$ cat config.mk
export PLATFORM = sky130hd
export DESIGN_NAME = vga_sprite_engine_flat
export DESIGN_NICKNAME = d
export VERILOG_FILES = /design/src/rtl/vga_sprite_engine_if.sv /design/src/rtl/vga_sprite_engine.sv /design/src/flat_wrapper.sv
export SDC_FILE = /design/constraint.sdc
export NUM_CORES = 1
export LEC_CHECK = 0
export CAP_MARGIN = 10
export CORE_UTILIZATION = 55
export CTS_CLUSTER_DIAMETER = 60
export DETAILED_ROUTE_END_ITERATION = 8
export PLACE_DENSITY_LB_ADDON = 0.2
export SETUP_SLACK_MARGIN = 0.02
export SYNTH_ARGS = -nofsm -noshare
export SYNTH_HDL_FRONTEND = slang
export SYNTH_SLANG_ARGS = --single-unit
export TNS_END_PERCENT = 20
$ cat constraint.sdc
create_clock -name iVGA_CLK -period 3.6 [get_ports iVGA_CLK]
set_clock_uncertainty 0.2 [all_clocks]
set_input_delay 1.08 -clock iVGA_CLK [delete_from_list [all_inputs] [get_ports iVGA_CLK]]
set_output_delay 1.08 -clock iVGA_CLK [all_outputs]
set_load 0.02 [all_outputs]
$ cat src/rtl/vga_sprite_engine_if.sv
// Video/key bundle between the sprite engine and its neighbours (PS/2 decoder, bg memory, DAC).
// Latency: none, plain wires.
// Backpressure: none; video is free-running and keys are level strobes.
// Signals:
//   iKEY_CODE/iKEY_VALID : scancode and strobe (rising edge = one press)
//   iBG_BGR              : background {B,G,R}, valid MEM_LAT clocks after oADDR
//   oADDR                : linear background memory address
//   oHS/oVS/oBLANK_n     : syncs (active low) and active-region flag
//   oBGR/oSEL_IDX        : composited pixel and currently selected sprite
interface vga_sprite_engine_if;
  logic [7:0]  iKEY_CODE;
  logic        iKEY_VALID;
  logic [23:0] iBG_BGR;
  logic [18:0] oADDR;
  logic        oHS;
  logic        oVS;
  logic        oBLANK_n;
  logic [23:0] oBGR;
  logic [1:0]  oSEL_IDX;

  // Engine side.
  modport slave (
    input  iKEY_CODE, iKEY_VALID, iBG_BGR,
    output oADDR, oHS, oVS, oBLANK_n, oBGR, oSEL_IDX
  );

  // Environment side (key source, background memory, DAC).
  modport master (
    output iKEY_CODE, iKEY_VALID, iBG_BGR,
    input  oADDR, oHS, oVS, oBLANK_n, oBGR, oSEL_IDX
  );
endinterface

$ cat src/rtl/vga_sprite_engine.sv
// VGA timing + NUM_SPRITES keyboard-movable rectangles composited over background memory data.
// Latency: oHS/oVS/oBLANK_n/oBGR lag the counters (and oADDR) by MEM_LAT+1 clocks.
// Backpressure: none; pixel stream is free-running, key presses are edge-detected strobes.
// Ports: iVGA_CLK pixel clock, iRST_n synchronous active-low reset, bus = vga_sprite_engine_if.slave.
// Optional macro VGA_GRID_OVERLAY_EN: paints 24'h444444 grid lines every GRID_PITCH pixels
// under the sprites.
module vga_sprite_engine #(
  parameter int H_ACTIVE    = 640,
  parameter int H_FRONT     = 16,
  parameter int H_SYNC      = 96,
  parameter int H_BACK      = 48,
  parameter int V_ACTIVE    = 480,
  parameter int V_FRONT     = 10,
  parameter int V_SYNC      = 2,
  parameter int V_BACK      = 33,
  parameter int NUM_SPRITES = 2,
  parameter int SPRITE_W    = 40,
  parameter int SPRITE_H    = 40,
  parameter int STEP        = 5,
  parameter int MEM_LAT     = 2
`ifdef VGA_GRID_OVERLAY_EN
  , parameter int GRID_PITCH = 40
`endif
) (
  input logic                iVGA_CLK,
  input logic                iRST_n,
  vga_sprite_engine_if.slave bus
);

  localparam int H_TOTAL = H_ACTIVE + H_FRONT + H_SYNC + H_BACK;
  localparam int V_TOTAL = V_ACTIVE + V_FRONT + V_SYNC + V_BACK;
  localparam int HW      = $clog2(H_TOTAL);
  localparam int VW      = $clog2(V_TOTAL);
  localparam int SX_MAX  = H_ACTIVE - SPRITE_W;
  localparam int SY_MAX  = V_ACTIVE - SPRITE_H;
  localparam logic [23:0] RED  = 24'h0000FF;
  localparam logic [23:0] BLUE = 24'hFF0000;

  typedef enum logic [1:0] {DIR_UP, DIR_DOWN, DIR_LEFT, DIR_RIGHT} dir_e;

  // Counter stage
  logic [HW-1:0] h_cnt_q, h_cnt_d;
  logic [VW-1:0] v_cnt_q, v_cnt_d;
  logic [18:0]   addr_q, addr_d;
  logic          active, hs_n, vs_n, apply;

  assign active = (int'(h_cnt_q) < H_ACTIVE) && (int'(v_cnt_q) < V_ACTIVE);
  assign hs_n   = !((int'(h_cnt_q) >= H_ACTIVE + H_FRONT) &&
                    (int'(h_cnt_q) <  H_ACTIVE + H_FRONT + H_SYNC));
  assign vs_n   = !((int'(v_cnt_q) >= V_ACTIVE + V_FRONT) &&
                    (int'(v_cnt_q) <  V_ACTIVE + V_FRONT + V_SYNC));
  // First clock of vertical blank: the pipeline only holds blank pixels here,
  // so sprite moves can never split a visible frame.
  assign apply  = (h_cnt_q == '0) && (int'(v_cnt_q) == V_ACTIVE);

  always_comb begin
    h_cnt_d = h_cnt_q + 1'b1;
    v_cnt_d = v_cnt_q;
    if (int'(h_cnt_q) == H_TOTAL - 1) begin
      h_cnt_d = '0;
      v_cnt_d = (int'(v_cnt_q) == V_TOTAL - 1) ? '0 : v_cnt_q + 1'b1;
    end
    // Address wraps after the last visible pixel so it sits at 0 for the next frame.
    addr_d = addr_q;
    if (active) begin
      addr_d = ((int'(h_cnt_q) == H_ACTIVE - 1) && (int'(v_cnt_q) == V_ACTIVE - 1)) ?
               19'd0 : addr_q + 19'd1;
    end
  end

  // Delay line covering the background memory latency
  logic [HW-1:0] x_pipe_q   [MEM_LAT];
  logic [VW-1:0] y_pipe_q   [MEM_LAT];
  logic          hs_pipe_q  [MEM_LAT];
  logic          vs_pipe_q  [MEM_LAT];
  logic          act_pipe_q [MEM_LAT];
  logic [HW-1:0] px;
  logic [VW-1:0] py;

  assign px = x_pipe_q[MEM_LAT-1];
  assign py = y_pipe_q[MEM_LAT-1];

  // Output stage
  logic        hs_q, vs_q, blank_n_q;
  logic [23:0] bgr_q, bgr_d;

  // Key handling and sprite state
  logic          key_vld_q, key_edge, is_move, is_space;
  dir_e          key_dir;
  logic          pend_vld_q, pend_vld_d;
  dir_e          pend_dir_q, pend_dir_d;
  logic [1:0]    sel_q, sel_d;
  logic [HW-1:0] sx_q [NUM_SPRITES];
  logic [HW-1:0] sx_d [NUM_SPRITES];
  logic [VW-1:0] sy_q [NUM_SPRITES];
  logic [VW-1:0] sy_d [NUM_SPRITES];

  assign key_edge = bus.iKEY_VALID && !key_vld_q;
  assign is_space = (bus.iKEY_CODE == 8'h29);

  always_comb begin
    is_move = 1'b1;
    key_dir = DIR_UP;
    case (bus.iKEY_CODE)
      8'h75:   key_dir = DIR_UP;
      8'h72:   key_dir = DIR_DOWN;
      8'h6B:   key_dir = DIR_LEFT;
      8'h74:   key_dir = DIR_RIGHT;
      default: is_move = 1'b0;
    endcase
  end

  always_comb begin
    pend_vld_d = pend_vld_q;
    pend_dir_d = pend_dir_q;
    sel_d      = sel_q;
    sx_d       = sx_q;
    sy_d       = sy_q;
    if (apply) begin
      pend_vld_d = 1'b0;
      for (int i = 0; i < NUM_SPRITES; i++) begin
        if (pend_vld_q && (sel_q == 2'(i))) begin
          case (pend_dir_q)
            DIR_UP:    sy_d[i] = (int'(sy_q[i]) < STEP) ? '0 : VW'(int'(sy_q[i]) - STEP);
            DIR_DOWN:  sy_d[i] = (int'(sy_q[i]) + STEP > SY_MAX) ? VW'(SY_MAX) :
                                 VW'(int'(sy_q[i]) + STEP);
            DIR_LEFT:  sx_d[i] = (int'(sx_q[i]) < STEP) ? '0 : HW'(int'(sx_q[i]) - STEP);
            DIR_RIGHT: sx_d[i] = (int'(sx_q[i]) + STEP > SX_MAX) ? HW'(SX_MAX) :
                                 HW'(int'(sx_q[i]) + STEP);
            default:   sx_d[i] = sx_q[i];
          endcase
        end
      end
    end
    // Evaluated after apply so a press landing on the apply cycle becomes the new pending move.
    if (key_edge) begin
      if (is_move) begin
        pend_vld_d = 1'b1;
        pend_dir_d = key_dir;
      end else if (is_space) begin
        sel_d = (int'(sel_q) == NUM_SPRITES - 1) ? 2'd0 : sel_q + 2'd1;
      end
    end
  end

  // Compositing: lowest sprite index wins, so iterate from the highest down.
  always_comb begin
    bgr_d = bus.iBG_BGR;
`ifdef VGA_GRID_OVERLAY_EN
    if ((int'(px) % GRID_PITCH == 0) || (int'(py) % GRID_PITCH == 0)) bgr_d = 24'h444444;
`endif
    for (int i = NUM_SPRITES - 1; i >= 0; i--) begin
      if ((int'(px) >= int'(sx_q[i])) && (int'(px) < int'(sx_q[i]) + SPRITE_W) &&
          (int'(py) >= int'(sy_q[i])) && (int'(py) < int'(sy_q[i]) + SPRITE_H)) begin
        bgr_d = (sel_q == 2'(i)) ? RED : BLUE;
      end
    end
    if (!act_pipe_q[MEM_LAT-1]) bgr_d = '0;
  end

  always_ff @(posedge iVGA_CLK) begin
    if (!iRST_n) begin
      h_cnt_q    <= '0;
      v_cnt_q    <= '0;
      addr_q     <= '0;
      hs_q       <= 1'b1;
      vs_q       <= 1'b1;
      blank_n_q  <= 1'b0;
      bgr_q      <= '0;
      key_vld_q  <= 1'b0;
      pend_vld_q <= 1'b0;
      pend_dir_q <= DIR_UP;
      sel_q      <= '0;
      for (int i = 0; i < MEM_LAT; i++) begin
        x_pipe_q[i]   <= '0;
        y_pipe_q[i]   <= '0;
        hs_pipe_q[i]  <= 1'b1;
        vs_pipe_q[i]  <= 1'b1;
        act_pipe_q[i] <= 1'b0;
      end
      for (int i = 0; i < NUM_SPRITES; i++) begin
        sx_q[i] <= HW'(i * 2 * SPRITE_W);
        sy_q[i] <= VW'(SY_MAX / 2);
      end
    end else begin
      h_cnt_q       <= h_cnt_d;
      v_cnt_q       <= v_cnt_d;
      addr_q        <= addr_d;
      x_pipe_q[0]   <= h_cnt_q;
      y_pipe_q[0]   <= v_cnt_q;
      hs_pipe_q[0]  <= hs_n;
      vs_pipe_q[0]  <= vs_n;
      act_pipe_q[0] <= active;
      for (int i = 1; i < MEM_LAT; i++) begin
        x_pipe_q[i]   <= x_pipe_q[i-1];
        y_pipe_q[i]   <= y_pipe_q[i-1];
        hs_pipe_q[i]  <= hs_pipe_q[i-1];
        vs_pipe_q[i]  <= vs_pipe_q[i-1];
        act_pipe_q[i] <= act_pipe_q[i-1];
      end
      hs_q       <= hs_pipe_q[MEM_LAT-1];
      vs_q       <= vs_pipe_q[MEM_LAT-1];
      blank_n_q  <= act_pipe_q[MEM_LAT-1];
      bgr_q      <= bgr_d;
      key_vld_q  <= bus.iKEY_VALID;
      pend_vld_q <= pend_vld_d;
      pend_dir_q <= pend_dir_d;
      sel_q      <= sel_d;
      sx_q       <= sx_d;
      sy_q       <= sy_d;
    end
  end

  assign bus.oADDR    = addr_q;
  assign bus.oHS      = hs_q;
  assign bus.oVS      = vs_q;
  assign bus.oBLANK_n = blank_n_q;
  assign bus.oBGR     = bgr_q;
  assign bus.oSEL_IDX = sel_q;

endmodule
$ cat src/flat_wrapper.sv
// flat-port wrapper written by rule: the top's interface ports become plain ports
module vga_sprite_engine_flat 
#(
  parameter int H_ACTIVE    = 640,
  parameter int H_FRONT     = 16,
  parameter int H_SYNC      = 96,
  parameter int H_BACK      = 48,
  parameter int V_ACTIVE    = 480,
  parameter int V_FRONT     = 10,
  parameter int V_SYNC      = 2,
  parameter int V_BACK      = 33,
  parameter int NUM_SPRITES = 2,
  parameter int SPRITE_W    = 40,
  parameter int SPRITE_H    = 40,
  parameter int STEP        = 5,
  parameter int MEM_LAT     = 2

)
  (iVGA_CLK, iRST_n, bus_iKEY_CODE, bus_iKEY_VALID, bus_iBG_BGR, bus_oADDR, bus_oHS, bus_oVS, bus_oBLANK_n, bus_oBGR, bus_oSEL_IDX);
  vga_sprite_engine_if bus_i ();
  input logic iVGA_CLK;
  input logic iRST_n;
  input wire logic [$bits(bus_i.iKEY_CODE)-1:0] bus_iKEY_CODE;
  input wire logic [$bits(bus_i.iKEY_VALID)-1:0] bus_iKEY_VALID;
  input wire logic [$bits(bus_i.iBG_BGR)-1:0] bus_iBG_BGR;
  output wire logic [$bits(bus_i.oADDR)-1:0] bus_oADDR;
  output wire logic [$bits(bus_i.oHS)-1:0] bus_oHS;
  output wire logic [$bits(bus_i.oVS)-1:0] bus_oVS;
  output wire logic [$bits(bus_i.oBLANK_n)-1:0] bus_oBLANK_n;
  output wire logic [$bits(bus_i.oBGR)-1:0] bus_oBGR;
  output wire logic [$bits(bus_i.oSEL_IDX)-1:0] bus_oSEL_IDX;
  assign bus_i.iKEY_CODE = bus_iKEY_CODE;
  assign bus_i.iKEY_VALID = bus_iKEY_VALID;
  assign bus_i.iBG_BGR = bus_iBG_BGR;
  assign bus_oADDR = bus_i.oADDR;
  assign bus_oHS = bus_i.oHS;
  assign bus_oVS = bus_i.oVS;
  assign bus_oBLANK_n = bus_i.oBLANK_n;
  assign bus_oBGR = bus_i.oBGR;
  assign bus_oSEL_IDX = bus_i.oSEL_IDX;
  vga_sprite_engine #(.H_ACTIVE(H_ACTIVE), .H_FRONT(H_FRONT), .H_SYNC(H_SYNC), .H_BACK(H_BACK), .V_ACTIVE(V_ACTIVE), .V_FRONT(V_FRONT), .V_SYNC(V_SYNC), .V_BACK(V_BACK), .NUM_SPRITES(NUM_SPRITES), .SPRITE_W(SPRITE_W), .SPRITE_H(SPRITE_H), .STEP(STEP), .MEM_LAT(MEM_LAT)) u_core (.iVGA_CLK(iVGA_CLK), .iRST_n(iRST_n), .bus(bus_i));
endmodule
# --- Yosys cells after proc, flatten, opt, wreduce, memory -nomap -nowiden ---
# Memories as Yosys holds them, arrays and structs flattened. A register that Yosys moved wholly into a read port is not among the register bits.
# Index checks and enable logic that the tools add are counted.
word_totals:
  ff_bits: 110
  mem_bits_rw: 46
  in_bits: 35
  out_inout_bits: 48
  wordCells: 152
  memories: 5
op_classes:
  add_sub_neg: 16
  order_cmp: 22
  n_eq_ne: 15
  mux: 36
  bitwise_logic: 12
  n_reduce_logical: 33
mem_list:
  columns: ["memory", "words", "word_bits", "rd", "rd_clocked_by_memory_dff", "wr", "line_no", "rtl"]
  rows:
  - ["u_core.x_pipe_q", 2, 10, 2, 0, 2, "vga_sprite_engine.sv:72", "logic [HW-1:0] x_pipe_q [MEM_LAT];"]
  - ["u_core.y_pipe_q", 2, 10, 2, 0, 2, "vga_sprite_engine.sv:73", "logic [VW-1:0] y_pipe_q [MEM_LAT];"]
  - ["u_core.act_pipe_q", 2, 1, 2, 0, 2, "vga_sprite_engine.sv:76", "logic act_pipe_q [MEM_LAT];"]
  - ["u_core.hs_pipe_q", 2, 1, 2, 1, 2, "vga_sprite_engine.sv:74", "logic hs_pipe_q [MEM_LAT];"]
  - ["u_core.vs_pipe_q", 2, 1, 2, 1, 2, "vga_sprite_engine.sv:75", "logic vs_pipe_q [MEM_LAT];"]
op_table:
  columns: ["operator", "n"]
  rows:
  - ["10-bit 2-to-1 mux", 13]
  - ["11-bit by 32-bit less-than comparator with 1-bit output", 4]
  - ["24-bit 2-to-1 mux", 4]
  - ["10-bit case mux with 2 select lines", 4]
  - ["32-bit by 10-bit greater-than comparator with 1-bit output (second input constant)", 2]
  - ["32-bit by 11-bit greater-than comparator with 1-bit output (second input constant)", 2]
  - ["10-bit by 3-bit adder with 11-bit output (second input constant)", 4]
  - ["10-bit by 6-bit adder with 11-bit output (second input constant)", 4]
  - ["10-bit equality test (second input constant)", 4]
  - ["10-bit >= comparator", 4]
  - ["10-bit by 3-bit less-than comparator with 1-bit output (second input constant)", 4]
  - ["10-bit by 3-bit subtractor with 10-bit output (second input constant)", 4]
  - ["8-bit by 7-bit equality test with 1-bit output (second input constant)", 4]
  - ["10-bit by 1-bit adder with 10-bit output (second input constant)", 2]
  - ["10-bit less-than comparator (second input constant)", 2]
  - ["10-bit by 9-bit less-than comparator with 1-bit output (second input constant)", 2]
  - ["19-bit by 1-bit adder with 19-bit output (second input constant)", 1]
  - ["19-bit 2-to-1 mux", 1]
  - ["3-bit AND reduction", 5]
  - ["1-bit logical AND", 14]
  - ["1-bit 2-to-1 mux", 12]
  - ["10-bit by 9-bit equality test with 1-bit output (second input constant)", 1]
  - ["10-bit >= comparator (second input constant)", 1]
  - ["10-bit by 9-bit >= comparator with 1-bit output (second input constant)", 1]
  - ["other kinds (15)", 35]

# --- Longest topological paths before layout ---
depth:
  word_depth: 7
  ltp_mapped: 14
  depth_no_buf: 12

# --- Worst setup path before layout ---
# No wires, ideal clock.
synth_timing:
  path_type: "reg2reg"
  from: "register u_core.sy_q[3] (netlist bit)"
  to: "register u_core.bgr_q[21], in the netlist u_core.bus.oBGR[21]"
  setup_time_ns: 0.116
  arrival_ns: 2.821
  t_required_ns: 3.284
  slack_ns: 0.463
  stages_incl_launch_ff: 13
  path_buffers: 2
  period_less_slack_ns: 3.137
  cell_sequence: "dfxtp_1 > buf_2 > inv_1 > ha_1 > inv_1 > ha_1 > or4_4 > o32a_1 > a211oi_2 > nand4_1 > mux2_4 > buf_6 > o211a_1"
synth_between:
  elab_chain_len: 5
  word_cells_on_any_way: 7
  classes_between: "add/sub (1); order compare (2); mux (2); reduce/logical (2)"
synth_rtl:
  columns: ["item", "line_no", "rtl"]
  rows:
  - ["from (decl)", "vga_sprite_engine.sv:95", "logic [VW-1:0] sy_q [NUM_SPRITES];"]
  - ["from (signal, indexed assignment)", "vga_sprite_engine.sv:183", "sy_q[i] <= VW'(SY_MAX / 2);"]
  - ["from (signal assigned)", "vga_sprite_engine.sv:210", "sy_q <= sy_d;"]
  - ["10-bit by 6-bit adder with 11-bit output / 10-bit >= comparator (equally long branches)", "vga_sprite_engine.sv:154", "(int'(py) >= int'(sy_q[i])) && (int'(py) < int'(sy_q[i]) + SPRITE_H)) begin"]
  - ["11-bit by 32-bit less-than comparator with 1-bit output / 1-bit logical AND (equally long branches)", "vga_sprite_engine.sv:154, vga_sprite_engine.sv:153", null]
  - ["1-bit logical AND (*)", "vga_sprite_engine.sv:154", null]
  - ["24-bit 2-to-1 mux (*) (2 in series)", "vga_sprite_engine.sv:153", "if ((int'(px) >= int'(sx_q[i])) && (int'(px) < int'(sx_q[i]) + SPRITE_W) &&"]
  - ["to (signal assigned)", "vga_sprite_engine.sv:204", "bgr_q <= bgr_d;"]
  - ["to (decl)", "vga_sprite_engine.sv:85", "logic [23:0] bgr_q, bgr_d;"]
# Mark *: on every way between the ends. The rest lies on a longest branch, timed or not.
# A chain may end at the register's enable or synchronous reset.

# --- Worst setup path after layout ---
layout_timing:
  from: "register u_core.sy_q[13] (netlist bit)"
  to: "register u_core.bgr_q[23], in the netlist u_core.bus.oBGR[23]"
layout_between:
  elab_chain_len: 4
  word_cells_on_any_way: 6
  classes_between: "add/sub (1); order compare (2); mux (1); reduce/logical (2)"
layout_rtl:
  columns: ["item", "line_no"]
  rows:
  - ["10-bit by 6-bit adder with 11-bit output / 10-bit >= comparator (equally long branches)", "vga_sprite_engine.sv:154"]
  - ["11-bit by 32-bit less-than comparator with 1-bit output / 1-bit logical AND (equally long branches)", "vga_sprite_engine.sv:154, vga_sprite_engine.sv:153"]
  - ["1-bit logical AND (*)", "vga_sprite_engine.sv:154"]
  - ["24-bit 2-to-1 mux (*)", "vga_sprite_engine.sv:153"]
# Marked as above.

==> results.ini <==
[floorplanning]
rows=49
die_w_um=139
ios=83
die-area_um2=19400
initial_core_util_pct=56.8
die_h_um=139
core_um2=18200

[grt]
grt_pass1_vias=8860
antenna_found_initial=0
grt_max_degree=44
grt_pass1_wl_um=43900
grt-ovfl-total=0
grt_util_all_layers_pct=27.8

[drt]
viasPerCell=6.07
ant_nets=0
first_pass_iters=5
wl_um=26600
vias=9545
drt_iter0_drc=742
wl_per_cell_um=16.9
drcViolationCount=0

[timing]
setup_ws_ns=0.258
worst_slew_pin_slew_ns=0.828
finalCritPeriodShare_pct=92.8
period_needed_ns=3.34
finalMaxSlewViolations=0
finalHoldViolCount=0
setup_viol=0
holdWs_ns=0.210
rsz0062_at_grt=no
finalSetupTns_ns=0
slew_headroom_pct=44.3
max_freq_mhz=299

[power]
internal-power_mw=2.88
irDropWorstVdd_mv=0.328
swShare_pct=26.5
seqPwrFrac_pct=45.6
design_power_total_mw=3.91
power.leakage_nw=4.74
power.switching_mw=1.04
power_frac_clock_pct=49.6
comb_power_share_pct=4.8
power.density_nw_per_um2=329

[synthesis]
yosys-top-cells-count=dfxtp_1 (158), nor2_1 (115), ha_1 (93), nand2_1 (91), a21oi_1 (81)
synth_top_cell_by_area=dfxtp_1
postSynthCellCount=1276
synth_ff_type=dfxtp_1
synth-async-reset-ratio_pct=0
yosysWarnings=0
yosys.cell_count.top_type=dfxtp_1
yosysUniqueCellTypes=100
synth-seq-cells=158
syn_nets=1404
ys_seq_area_share_pct=30.6
synth-edff-count=0
synth.area.top_cells=dfxtp_1 (31%), ha_1 (11%), nor2_1 (4.2%)
syn_area_um2=10300
synth_top_area_share_pct=30.6
syn_area_per_cell_um2=8.11

[clock_tree]
cts_tree=built
post_cts_buffers=0
cts_resized=0
clockBufferDepth=2
clock_sinks=158
h-tree-depth=4
cts_hold_buf=0
cts_buffers=17
clock-root-buffer=clkbuf_16
insertion_delay_ns=0.44
clk_pin_slew_worst_paths_ns=0.08

[layout]
multi_input_area_um2=6570
antenna_cells=0
nNetsFinal=1458
seq_area_um2=3160
fillCellCount=1524
final_area_um2=11900
syn2layout_area_growth_pct=15.1
layout-drive-gt1-share_pct=6.63

[setup_path]
crit_chain=ha_1 -> o21ai_0 -> xnor2_1 -> ha_1 -> nor4_1 -> nand3_1 -> a41o_1 -> a2111o_1 -> mux2_4 -> o211a_1
max_stage_delay_ns=0.57
r2r-end=u_core.bus.oBGR[23]$_SDFF_PN0_
worst_setup_path_start_kind=flop
path_delay_family=compound AO/OA/AOI/OAI gates
rr_worst_depth=10
startpoint=u_core.sy_q[13]$_SDFFE_PN1P_
critPathKind=flop to flop
crit_slowest_cell=dfxtp_1
path_buf_inv=0
crit_path_end_kind=flop
arrival_ns=3.47
path_common_cell=ha_1
critPathMaxFanout=16
crit_required_ns=3.73
cp_num_cells=10
reg2reg_slack_ns=0.26
rr_startpoint=u_core.sy_q[13]$_SDFFE_PN1P_

[job]
drv_cap=0

[placement]
dpl_cell_area_um2=11300
dp_hpwl_um=19400
place_congestion=0.906
dp_slack_ns=0.289
port_buffers=82

[min_path]
hold_start=u_core.vs_pipe_q[1]$_SDFF_PN1_
holdPathEnd=u_core.bus.oVS$_SDFF_PN1_
min_path_cells=1
min_path_type=flop to flop

[status]
status=completed

## worst max-delay path by stage
stage / end / slack [ns]
2_1_floorplan: u_core.bus.oBGR[21]$_SDFF_PN0_ / 0.46
3_3_place_gp: u_core.bus.oBGR[22]$_SDFF_PN0_ / 0.40
3_5_place_dp: u_core.bus.oBGR[21]$_SDFF_PN0_ / 0.29
4_1_cts: u_core.bus.oBGR[23]$_SDFF_PN0_ / 0.26
5_1_grt: u_core.bus.oBGR[23]$_SDFF_PN0_ / 0.06
6_report: u_core.bus.oBGR[23]$_SDFF_PN0_ / 0.26
## cells in the final DEF (no fill, tap or decap), types with 13 or more instances in the layout
master	n
a21oi_1	81
nor2_1	115
o22ai_1	13
xnor2_1	36
ha_1	93
clkdlybuf4s50_1	81
and2_1	43
dfxtp_1	158
buf_4	18
o21ai_1	14
inv_1	67
nand2_1	91
nand3_1	45
nor4_1	13
a31oi_1	15
o21ai_0	80
nand2b_1	29
xor2_1	31
nor3_1	37
nand4_1	21
and3_1	13
clkbuf_16	17
## layout make-up
class                           instances  area share, %
Clock buffer                           17           3.57
Clock inverter                         15           1.81
Inverter                               76           2.51
Multi-Input combinational cell        977           55.2
Sequential cell                       158           26.6
Tap cell                              229           2.41
Timing Repair Buffer                  100           7.99
## state kept, by name (all words and copies together) (netlist names), 10 cells and up
signal            flops
u_core.sy_q          20
u_core.bus.oADDR     19
u_core.x_pipe_q      20
u_core.h_cnt_q       10
u_core.bus.oBGR      24
u_core.y_pipe_q      20
u_core.v_cnt_q       10
u_core.sx_q          20
## power by group through the flow
stage	clock network [mW]	registers, mW	logic [mW]
2_1_floorplan	0	1.83	0.0930
3_3_place_gp	0	1.82	0.183
3_5_place_dp	0	1.82	0.186
4_1_cts	1.97	1.78	0.188
5_1_grt	2.05	1.79	0.204
6_report	1.94	1.78	0.188
## kinds of logic (layout without fill, tap and decap cells)
group           Yosys count  count (layout)  share of synthesized area, %
fa+ha+maj                93              93                          11.2
buf+inv                 141             208                          5.94
flops                   158             158                          30.6
compound gates          342             342                          22.3
mux                       5               5                         0.532
xor+xnor                 68              68                          5.83
simple gates            469             469                          23.6
## through the flow
stage / cells / util [%]
4_1_cts: 1572 / 65.4
3_3_place_gp: 1540 / 61.9
3_5_place_dp: 1540 / 61.9
6_report: 1572 / 65.4
5_1_grt: 1572 / 65.4
2_1_floorplan: 1276 / -
## layer usage
layer | up-vias | track usage [%] | wire (µm)
li1 | 4715 | - | -
met1 | 4422 | 36.1 | 11800
met2 | 358 | 45.4 | 12500
met3 | 50 | 5.11 | 1630
met4 | 0 | 11.2 | 585
met5 | - | 0 | 0
No activity file was read; power rests on OpenSTA's default activity.
